## src/rtl/pipe_queue_pkg.sv

```systemverilog
// Shared constants and elaboration helpers for the inter-stage elastic queues.
package pipe_queue_pkg;

    localparam int unsigned DEFAULT_STAGE_WIDTH = 64;
    localparam int unsigned DEFAULT_QUEUE_DEPTH = 2;

    // True for powers of two of at least 2 (legal queue depths).
    function automatic bit is_legal_depth(input int unsigned depth);
        return (depth >= 2) && ((depth & (depth - 1)) == 0);
    endfunction

    // Valid almost-full threshold lies in 1..depth.
    function automatic bit is_legal_afull(input int unsigned level, input int unsigned depth);
        return (level >= 1) && (level <= depth);
    endfunction

endpackage

```

## src/rtl/pipe_queue.sv

```systemverilog
// Elastic DEPTH-entry FIFO between adjacent pipeline stages with valid/ready
// handshakes and a synchronous flush for branch redirects.
module pipe_queue
    import pipe_queue_pkg::*;
#(
    parameter int unsigned WIDTH       = DEFAULT_STAGE_WIDTH,
    parameter int unsigned DEPTH       = DEFAULT_QUEUE_DEPTH,
    parameter int unsigned AFULL_LEVEL = DEPTH - 1
) (
    input  logic                         clock,
    input  logic                         reset,
    input  logic                         flush,
    input  logic                         in_valid,
    output logic                         in_ready,
    input  logic [WIDTH-1:0]             in_data,
    output logic                         out_valid,
    input  logic                         out_ready,
    output logic [WIDTH-1:0]             out_data,
    output logic [$clog2(DEPTH+1)-1:0]   count,
    output logic                         almost_full
);

    localparam int unsigned PTR_W = $clog2(DEPTH);
    localparam int unsigned CNT_W = $clog2(DEPTH + 1);

    if (!is_legal_depth(DEPTH)) begin : g_bad_depth
        $fatal(1, "pipe_queue: DEPTH must be a power of two >= 2");
    end
    if (!is_legal_afull(AFULL_LEVEL, DEPTH)) begin : g_bad_afull
        $fatal(1, "pipe_queue: AFULL_LEVEL must be in 1..DEPTH");
    end

    logic [WIDTH-1:0] mem [DEPTH];
    logic [PTR_W-1:0] wr_ptr;
    logic [PTR_W-1:0] rd_ptr;

    logic             push;
    logic             pop;
    logic [PTR_W-1:0] wr_ptr_next;
    logic [PTR_W-1:0] rd_ptr_next;
    logic [CNT_W-1:0] count_next;

    // Handshake qualifiers: ready/valid are flops, so no comb path from out_ready to in_ready.
    assign push = in_valid && in_ready;
    assign pop  = out_valid && out_ready;

    // Next-state pointers and occupancy; flush clears everything and drops any push.
    always_comb begin
        wr_ptr_next = wr_ptr;
        rd_ptr_next = rd_ptr;
        count_next  = count;
        if (flush) begin
            wr_ptr_next = '0;
            rd_ptr_next = '0;
            count_next  = '0;
        end else begin
            if (push) begin
                wr_ptr_next = wr_ptr + PTR_W'(1);
            end
            if (pop) begin
                rd_ptr_next = rd_ptr + PTR_W'(1);
            end
            unique case ({push, pop})
                2'b10:   count_next = count + CNT_W'(1);
                2'b01:   count_next = count - CNT_W'(1);
                default: count_next = count;
            endcase
        end
    end

    // Control state; status outputs are precomputed from the next occupancy.
    always_ff @(posedge clock) begin
        if (reset) begin
            wr_ptr      <= '0;
            rd_ptr      <= '0;
            count       <= '0;
            in_ready    <= 1'b1;
            out_valid   <= 1'b0;
            almost_full <= 1'b0;
        end else begin
            wr_ptr      <= wr_ptr_next;
            rd_ptr      <= rd_ptr_next;
            count       <= count_next;
            in_ready    <= (count_next != CNT_W'(DEPTH));
            out_valid   <= (count_next != '0);
            almost_full <= (count_next >= CNT_W'(AFULL_LEVEL));
        end
    end

    // Storage array is intentionally not reset.
    always_ff @(posedge clock) begin
        if (push && !flush && !reset) begin
            mem[wr_ptr] <= in_data;
        end
    end

    assign out_data = mem[rd_ptr];

endmodule

```

## config.mk

```make
export PLATFORM = sky130hd
export DESIGN_NAME = pipe_queue
export DESIGN_NICKNAME = d
export VERILOG_FILES = /design/src/rtl/pipe_queue_pkg.sv /design/src/rtl/pipe_queue.sv
export SDC_FILE = /design/constraint.sdc
export NUM_CORES = 1
export LEC_CHECK = 0
export CAP_MARGIN = 5
export CELL_PAD_IN_SITES_DETAIL_PLACEMENT = 1
export CELL_PAD_IN_SITES_GLOBAL_PLACEMENT = 2
export CORE_UTILIZATION = 32
export CTS_BUF_LIST = sky130_fd_sc_hd__clkbuf_8
export DETAILED_ROUTE_END_ITERATION = 10
export GPL_TIMING_DRIVEN = 0
export MAX_ROUTING_LAYER = met4
export PLACE_DENSITY_LB_ADDON = 0.1
export SLEW_MARGIN = 25
export SYNTH_ARGS = -nofsm -noshare
export SYNTH_HDL_FRONTEND = slang
export SYNTH_SLANG_ARGS = --single-unit
```

## constraint.sdc

```tcl
create_clock -name clock -period 5.95 [get_ports clock]
set_input_delay 0.595 -clock clock [delete_from_list [all_inputs] [get_ports clock]]
set_output_delay 0.595 -clock clock [all_outputs]
set_load 0.03 [all_outputs]
```

==> results.yml, run 1 <==
clock_tree:
  cts_buffers: 17
  numClockSinks: 135
  cts.clk_slew.worst_paths_ns: 0.07
  cts_setup_buffers: 0
  clock_path_buffers: 2
  post_cts_resized: 0
  htreeDepth: 4
  cts-root-buf: "clkbuf_8"
  cts_tree: "yes"
  clk_latency_ns: 0.43
  hold_buffers: 0
yosys:
  yosysTopAreaCellShare_pct: 77.7
  netlist_area_um2: 4950
  ys.flop_type: "edfxtp_1"
  synthAdderAreaFrac_pct: 0.253
  synth_cell_types: 22
  muxShareOfSynthArea_pct: 14.6
  yosysTopAreaCell: "edfxtp_1"
  synth-compound-area-share_pct: 0.506
  synth_warnings: 0
  post-synth-top-count-cell: "edfxtp_1"
  yosys.area_share.simple_pct: 1.52
  syn-instance-count: 233
  seq_area_frac_synth_pct: 80.5
  synth.area.top_cells: "edfxtp_1, mux2_2, dfxtp_1"
  synth.avg_cell_area_um2: 21.2
  synth_xor_area_share_pct: 0.708
  yosys-top-cells-count: "edfxtp_1, mux2_2, dfxtp_1, buf_6, xnor2_1"
  ys_seq_elements: 135
  synth_top_family_by_area: "multiplexers"
  ys_async_sr_fraction_pct: 0
  syn-num-nets: 303
  synth_edf_count: 128
drt:
  drc: 0
  ant_nets: 0
  wire_per_inst_um: 16.2
  drt_iter0_markers: 130
  vias: 2654
  routed_via_density: 4.39
  firstDrtPassIters: 4
  wirelength_um: 9810
worst_setup_path:
  crit_slowest_cell: "clkdlybuf4s50_1"
  reg2reg_setup_slack_ns: 3.89
  start_kind: "flop"
  critPathMaxFanout: 10
  crit_required_ns: 5.36
  cp_slowest_stage_delay_ns: 0.62
  cp_top_family: "buffers and inverters"
  crit_arrival_ns: 2.09
  path_buf_inv: 3
  crit_chain: "buf_4 > buf_6 > mux2_2 > clkdlybuf4s50_1"
  endpoint_kind: "output pin"
  path_class: "flop to output pin"
grt:
  grt_first_pass_wirelength_um: 15200
  grt_max_degree: 17
  grt_pass1_vias: 2949
  grt-ovfl-total: 0
  grt_use_total_pct: 13.6
  antenna_found_initial: 0
finish:
  final_cells: 604
  fill_cells: 1454
  syn2layout_area_growth_pct: 41.4
  drive_above_1_share_pct: 28.1
  fin_area_um2: 6990
  antenna_cells: 0
  register_area_um2: 3980
  fin_nets: 477
  multiInputGateArea_um2: 878
  final_util_pct: 46.2
flow_run:
  max_cap_violations: 0
pwr:
  power.internal_mw: 1.41
  vdd_drop_max_mv: 0.116
  powerDensity_nw_per_um2: 259
  p_total_mw: 1.81
  p_switching_mw: 0.396
  clkPwrFrac_pct: 32.1
  seqPwrFrac_pct: 58.8
  cellLeakagePower_nw: 2.34
  p_sw_share_pct: 21.9
  combPwrFrac_pct: 9.2
floorplanning:
  ios: 138
  die_y_um: 126
  start_util_pct: 32.7
  die-area_um2: 16000
  coreArea_um2: 15100
  rows: 45
  die_x_um: 126
timing:
  tightest_slew_ns: 0.360
  rsz0062_at_grt: "no"
  relSlewSlack_pct: 75.9
  fin_hold_ws_ns: 0.529
  slew_violations: 0
  finalCriticalPeriod_ns: 2.69
  fin_worst_skew_ns: 0.00661
  setup_viol_count_final: 0
  hold_viol: 0
  fin_crit_sh_pct: 45.2
  max_freq_mhz: 372
placement:
  place.gp.congestion: 0.689
  placed_cell_area_um2: 6710
  numPortBuffers: 137
  dp_hpwl_um: 6940
  placed_cells: 576
min_path:
  worstHoldPathType: "flop to flop"
outcome:
  status: "completed"
## cell type report
cell class                 count  area share [%]
clock inverter                11           0.698
sequential                   135            57.0
clock buffer                  17            3.35
timing repair buffer         155            21.7
inverter                       2           0.107
buffer                         9            1.25
tap                          188            3.36
multi-input combinational     87            12.6
## per-stage QoR
step,worst slack [ns],TNS [ns]
6_report,3.26,0
5_1_grt,3.13,0
4_1_cts,3.17,0
3_5_place_dp,2.95,0
3_3_place_gp,-3.51,-447.58
2_1_floorplan,0.0819,0
## worst paths after layout
path	to	cells past startpoint	start
max	out_data[41]	4	flop
min	rd_ptr	2	rd_ptr
max reg2reg	mem[0][29]	7	in_ready
min reg2reg	rd_ptr	2	rd_ptr
## power by group through the flow
stage	Clock, mW	Combinational, mW	Sequential (mW)
global placement	0	0.159	1.09
CTS	0.610	0.168	1.06
floorplan	0	0.0685	1.09
finish	0.580	0.166	1.06
detailed placement	0	0.167	1.09
global route	0.642	0.176	1.07
## registers in the layout (all words and copies together) (netlist names), named ones only
| name | cells |
|---|---|
| out_valid | 1 |
| mem | 128 |
| in_ready | 1 |
| wr_ptr | 1 |
| rd_ptr | 1 |
| count | 2 |
## worst register-to-register path, cell delays in order (launching register included)
cell and delay (ns):
dfxtp_1 0.32, nand2_1 0.13, nor3_2 0.36, buf_4 0.24
buf_4 0.18, buf_4 0.20, buf_4 0.18, buf_6 0.16
## per-layer routing
layer  up-vias  global-route usage, %  wire (um)
met1      1302                   14.1       3980
li1       1254                      -          -
met4         0                   5.53        127
met5         -                      -          0
met2        90                   22.8       5050
met3         8                   5.82        651
## cells by family (layout without fill, tap and decap cells)
kind of cell | Yosys count | after routing
compound gates | 4 | 4
buf+inv | 11 | 194
xor+xnor | 4 | 4
mux | 64 | 64
fa+ha+maj | 1 | 1
flops | 135 | 135
simple gates | 14 | 14
## cells in the final DEF (no fill, tap or decap), types with 3 or more instances in the layout
cell type        Yosys  layout
edfxtp_1           128     128
buf_4                2      17
dfxtp_1              7       7
clkinv_2             0       6
mux2_2              64      64
clkbuf_8             0      17
nor2_1               3       3
clkdlybuf4s50_1      0     137
inv_1                2       5
xnor2_1              4       4
buf_6                6       9
Power figures use the tool's default switching activity.
==> run 2, diff against run 1 <==
--- a/config.mk
+++ b/config.mk
@@ -8,7 +8,7 @@
 export CAP_MARGIN = 5
 export CELL_PAD_IN_SITES_DETAIL_PLACEMENT = 1
 export CELL_PAD_IN_SITES_GLOBAL_PLACEMENT = 2
-export CORE_UTILIZATION = 32
+export CORE_UTILIZATION = 36
 export CTS_BUF_LIST = sky130_fd_sc_hd__clkbuf_8
 export DETAILED_ROUTE_END_ITERATION = 10
 export GPL_TIMING_DRIVEN = 0
==> constraint.sdc (replaced) <==
create_clock -name clock -period 2.54 [get_ports clock]
set_input_delay 0.254 -clock clock [delete_from_list [all_inputs] [get_ports clock]]
set_output_delay 0.254 -clock clock [all_outputs]
set_load 0.03 [all_outputs]
==> results.yml, run 2 (synthesis results as in run 1) <==
outcome:
  status: "completed"
grt:
  grt_max_degree: 17
  grt_use_total_pct: 14.9
  grt_pass1_vias: 3019
  grt-ovfl-total: 0
  grt_first_pass_wirelength_um: 15100
  antenna_found_initial: 0
worst_setup_path:
  reg2reg_setup_slack_ns: 0.60
  reg2regPathDepth: 5
  critPathMaxFanout: 10
  crit_arrival_ns: 2.10
  start_kind: "flop"
  crit_required_ns: 2.29
  path_class: "flop to output pin"
  endpoint_kind: "output pin"
timing:
  hold_viol: 0
  max_freq_mhz: 425
  slew_violations: 0
  finalCriticalPeriod_ns: 2.35
  tightest_slew_ns: 0.613
  setup-tns-final_ns: 0
  fin_crit_sh_pct: 92.6
  relSlewSlack_pct: 59.0
  setup_viol_count_final: 0
  fin_worst_skew_ns: 0.0107
  rsz0062_at_grt: "no"
placement:
  numPortBuffers: 137
  dp_hpwl_um: 6420
  place.gp.congestion: 0.666
finish:
  final_common_cell: "clkdlybuf4s50_1"
  max_flop_register: "mem"
  syn2layout_area_growth_pct: 43.3
  largest_register_ffs: 128
  fill_cells: 1283
  drive_above_1_share_pct: 28.9
  fin_nets: 469
  antenna_cells: 0
  final_cell_mix: "clkdlybuf4s50_1, edfxtp_1, mux2_2"
  reg_top3: "mem (128), count (2)"
  final_util_pct: 53.1
floorplanning:
  start_util_pct: 37.1
  coreArea_um2: 13300
  ios: 138
  die_y_um: 119
  rows: 42
  die-area_um2: 14200
  die_x_um: 119
clock_tree:
  cts_tree: "yes"
  hold_buffers: 0
  cts_setup_buffers: 0
  htreeDepth: 4
  cts.clk_slew.worst_paths_ns: 0.07
  cts_buffers: 17
  clock_path_buffers: 2
  post_cts_resized: 0
  cts-root-buf: "clkbuf_8"
  clk_latency_ns: 0.43
  numClockSinks: 135
drt:
  drc: 0
  firstDrtPassIters: 4
  drt_iter0_markers: 73
  wire_per_inst_um: 15.9
  ant_nets: 0
  routed_via_density: 4.57
  vias: 2688
  wirelength_um: 9370
pwr:
  vdd_drop_max_mv: 0.378
  powerDensity_nw_per_um2: 652
  cellLeakagePower_nw: 2.35
min_path:
  worstHoldPathType: "primary input to flop"
  min_path_cells: 1
flow_run:
  max_cap_violations: 0
## run 2: cell types whose count changed in the layout (fill, tap and decap cells not counted), sizes merged
cell      before  now
buf           27   19
bufinv         0    3
clkinvlp       0    3
inv            5    3
## run 2: path summary, 6_finish.rpt
check,endpoint,startpoint
worst max-delay path,out_data[49],flop
worst min-delay path,mem[1][14],in_data[14]
worst max register to register,mem[1][39],wr_ptr
worst min register to register,rd_ptr,rd_ptr
## run 2: metrics by stage
step / setup slack (ns) / cell area (um^2) / cells / total power, mW / hold WS (ns)
after detailed placement: 0.0736 / 6700 / 556 / 2.93 / 0.506
after floorplan: -0.0352 / 4980 / 233 / 2.71 / 0.353
final: 0.189 / 7090 / 588 / 4.62 / 0.396
after global placement: -1.44 / 6570 / 546 / 2.92 / 0.502
after CTS: 0.110 / 7090 / 588 / 4.69 / 0.357
after global routing: 0.0677 / 7090 / 588 / 4.78 / 0.352
## run 2: cell type report
cell class	instances	area, um^2	share of cell area, %
Tap cell	176	220	3.11
Clock inverter	15	160	2.26
Sequential cell	135	3990	56.2
Timing Repair Buffer	147	1500	21.1
Buffer	9	90.1	1.27
Inverter	2	7.51	0.106
Clock buffer	17	234	3.30
Multi-Input combinational cell	87	893	12.6
## run 2: per-layer routing
layer | share of wire [%] | global-route usage, % | routed length (um)
met1 | 39 | 15.9 | 3670
met5 | 0 | - | 0
met3 | 8.9 | 6.56 | 833
met4 | 2.0 | 7.59 | 184
met2 | 50 | 23.5 | 4680
## run 2: critical path: stages (launching register included)
cell and delay (ns):
dfxtp_1 0.31, buf_4 0.21, buf_6 0.18, mux2_2 0.34, clkdlybuf4s50_1 0.63
## run 2: power by group
group | internal, mW | switching, mW | total (mW) | leakage, nW
sequential | 2.48 | 0.0112 | 2.49 | 1.22
clock | 0.955 | 0.786 | 1.74 | 0.199
combinational | 0.210 | 0.178 | 0.389 | 0.932
==> run 3, diff against run 2 <==
--- a/config.mk
+++ b/config.mk
@@ -5,11 +5,12 @@
 export SDC_FILE = /design/constraint.sdc
 export NUM_CORES = 1
 export LEC_CHECK = 0
+export ABC_AREA = 1
 export CAP_MARGIN = 5
 export CELL_PAD_IN_SITES_DETAIL_PLACEMENT = 1
 export CELL_PAD_IN_SITES_GLOBAL_PLACEMENT = 2
-export CORE_UTILIZATION = 36
-export CTS_BUF_LIST = sky130_fd_sc_hd__clkbuf_8
+export CORE_UTILIZATION = 37
+export CTS_BUF_LIST = sky130_fd_sc_hd__clkbuf_4
 export DETAILED_ROUTE_END_ITERATION = 10
 export GPL_TIMING_DRIVEN = 0
 export MAX_ROUTING_LAYER = met4
==> results.yml, run 3 <==
yosys:
  ys_seq_elements: 135
  syn-instance-count: 240
  post-synth-top-count-cell: "edfxtp_1"
  synth.avg_cell_area_um2: 21.8
  ys_async_sr_fraction_pct: 0
  synth_warnings: 0
  synth.area.top_cells: "edfxtp_1, mux2_4, dfxtp_1"
  synth_cell_types: 17
  yosysTopAreaCellShare_pct: 73.6
  ys.flop_type: "edfxtp_1"
  yosysTopAreaCell: "edfxtp_1"
  netlist_area_um2: 5220
  seq_area_frac_synth_pct: 76.3
  syn-num-nets: 310
  synth_edf_count: 128
  yosys-top-cells-count: "edfxtp_1, mux2_4, inv_1, nand2_1, dfxtp_1"
drt:
  routed_via_density: 4.48
  wirelength_um: 9600
  ant_nets: 0
  vias: 2675
  drt_iter0_markers: 135
  firstDrtPassIters: 4
  wire_per_inst_um: 16.1
  drc: 0
timing:
  hold_viol: 0
  tightest_slew_ns: 0.515
  fin_hold_ws_ns: 0.322
  fin_worst_skew_ns: 0.00811
  layout_setup_ws_ns: 0.138
  setup_viol_count_final: 0
  setup-tns-final_ns: 0
  max_freq_mhz: 416
  relSlewSlack_pct: 65.6
  rsz0062_at_grt: "no"
  slew_violations: 0
  finalCriticalPeriod_ns: 2.40
  fin_crit_sh_pct: 94.6
grt:
  grt_use_total_pct: 14.5
  antenna_found_initial: 0
  met3_usage_pct: 5.75
  grt-ovfl-total: 0
  grt_pass1_vias: 2903
  grt_max_degree: 23
  met2_usage_pct: 23.4
  grt_first_pass_wirelength_um: 14700
  busiest_layer: "met2"
  use_met1_pct: 15.6
floorplanning:
  die_y_um: 121
  rows: 43
  die_x_um: 121
  start_util_pct: 37.8
  coreArea_um2: 13800
  die-area_um2: 14600
  ios: 138
clock_tree:
  cts_buffers: 17
  htreeDepth: 4
  clock_path_buffers: 2
  clk_latency_ns: 0.51
  cts.clk_slew.worst_paths_ns: 0.10
  numClockSinks: 135
  cts-root-buf: "clkbuf_4"
  cts_tree: "yes"
pwr:
  cellLeakagePower_nw: 2.61
  vdd_drop_max_mv: 0.290
  powerDensity_nw_per_um2: 608
placement:
  placed_cells: 565
  dp_hpwl_um: 6800
  place.gp.congestion: 0.681
  numPortBuffers: 137
  pre_cts_slack_ns: 0.291
worst_setup_path:
  start_kind: "flop"
  crit_required_ns: 2.29
  endpoint_kind: "output pin"
  critPathMaxFanout: 10
  path_class: "flop to output pin"
  crit_arrival_ns: 2.15
finish:
  reg_top3: "mem (128), count (2)"
  largest_register_ffs: 128
  drive_above_1_share_pct: 27.1
  fin_nets: 474
  max_flop_register: "mem"
  final_cell_mix: "clkdlybuf4s50_1, edfxtp_1, mux2_4"
  final_common_cell: "clkdlybuf4s50_1"
  antenna_cells: 0
  final_cells: 597
  syn2layout_area_growth_pct: 40.0
flow_run:
  max_cap_violations: 0
min_path:
  worstHoldPathType: "primary input to flop"
outcome:
  status: "completed"
==> run 3: layer usage <==
metal,up-vias,share of wire [%]
met3,11,7.4
met5,-,0
met1,1305,41
li1,1260,-
met4,0,1.5
met2,99,50
==> run 3: final timing paths <==
kind / startpoint / slack [ns] / cells past startpoint / end
worst min-delay path: in_data[38] / 0.32 / 1 / mem[0][38]
worst max register to register: wr_ptr / 0.85 / 5 / mem[0][19]
worst max-delay path: flop / 0.14 / 4 / out_data[10]
worst min register to register: wr_ptr / 0.48 / 2 / wr_ptr
==> run 3: metrics by stage <==
stage | power [mW] | util (%) | cell area (um^2)
2_1_floorplan | 2.76 | - | 5250
3_3_place_gp | 2.98 | 49.5 | 6840
3_5_place_dp | 3.00 | 50.6 | 6990
4_1_cts | 4.52 | 52.8 | 7300
5_1_grt | 4.62 | 52.9 | 7310
6_report | 4.44 | 52.9 | 7310
==> run 3: area by class of cell <==
cell class	instances	area, um^2
tap	180	225
clock inverter	12	158
inverter	9	33.8
fill	1281	6520
buffer	8	139
multi-input combinational	88	1090
timing repair buffer	145	1530
sequential	135	3990
clock buffer	20	150
==> run 3: kinds of logic after synthesis <==
family	synth area share [%]
compound gates	0.0957
fa+ha+maj	0.240
xor+xnor	0.168
buf+inv	3.31
flops	76.3
mux	18.1
simple gates	1.80
==> run 3: power breakdown <==
part           internal (mW)  leakage, nW  switching, mW
logic                  0.249         1.22          0.205
registers               2.48         1.22         0.0123
clock network          0.797        0.167          0.701
==> run 3: worst max-delay path, cell delays in order, from the launching register on <==
cell	delay, ns
dfxtp_1	0.34
buf_6	0.21
buf_12	0.18
mux2_4	0.30
clkdlybuf4s50_1	0.61
==> run 3: repair_timing <==
action / in CTS / in global routing
endpoints found under the setup margin: 0 / 3
endpoints found under the hold margin: 0 / 0
setup buffers: 0 / 0
gates resized for setup: 0 / 3
hold buffers: 0 / 0
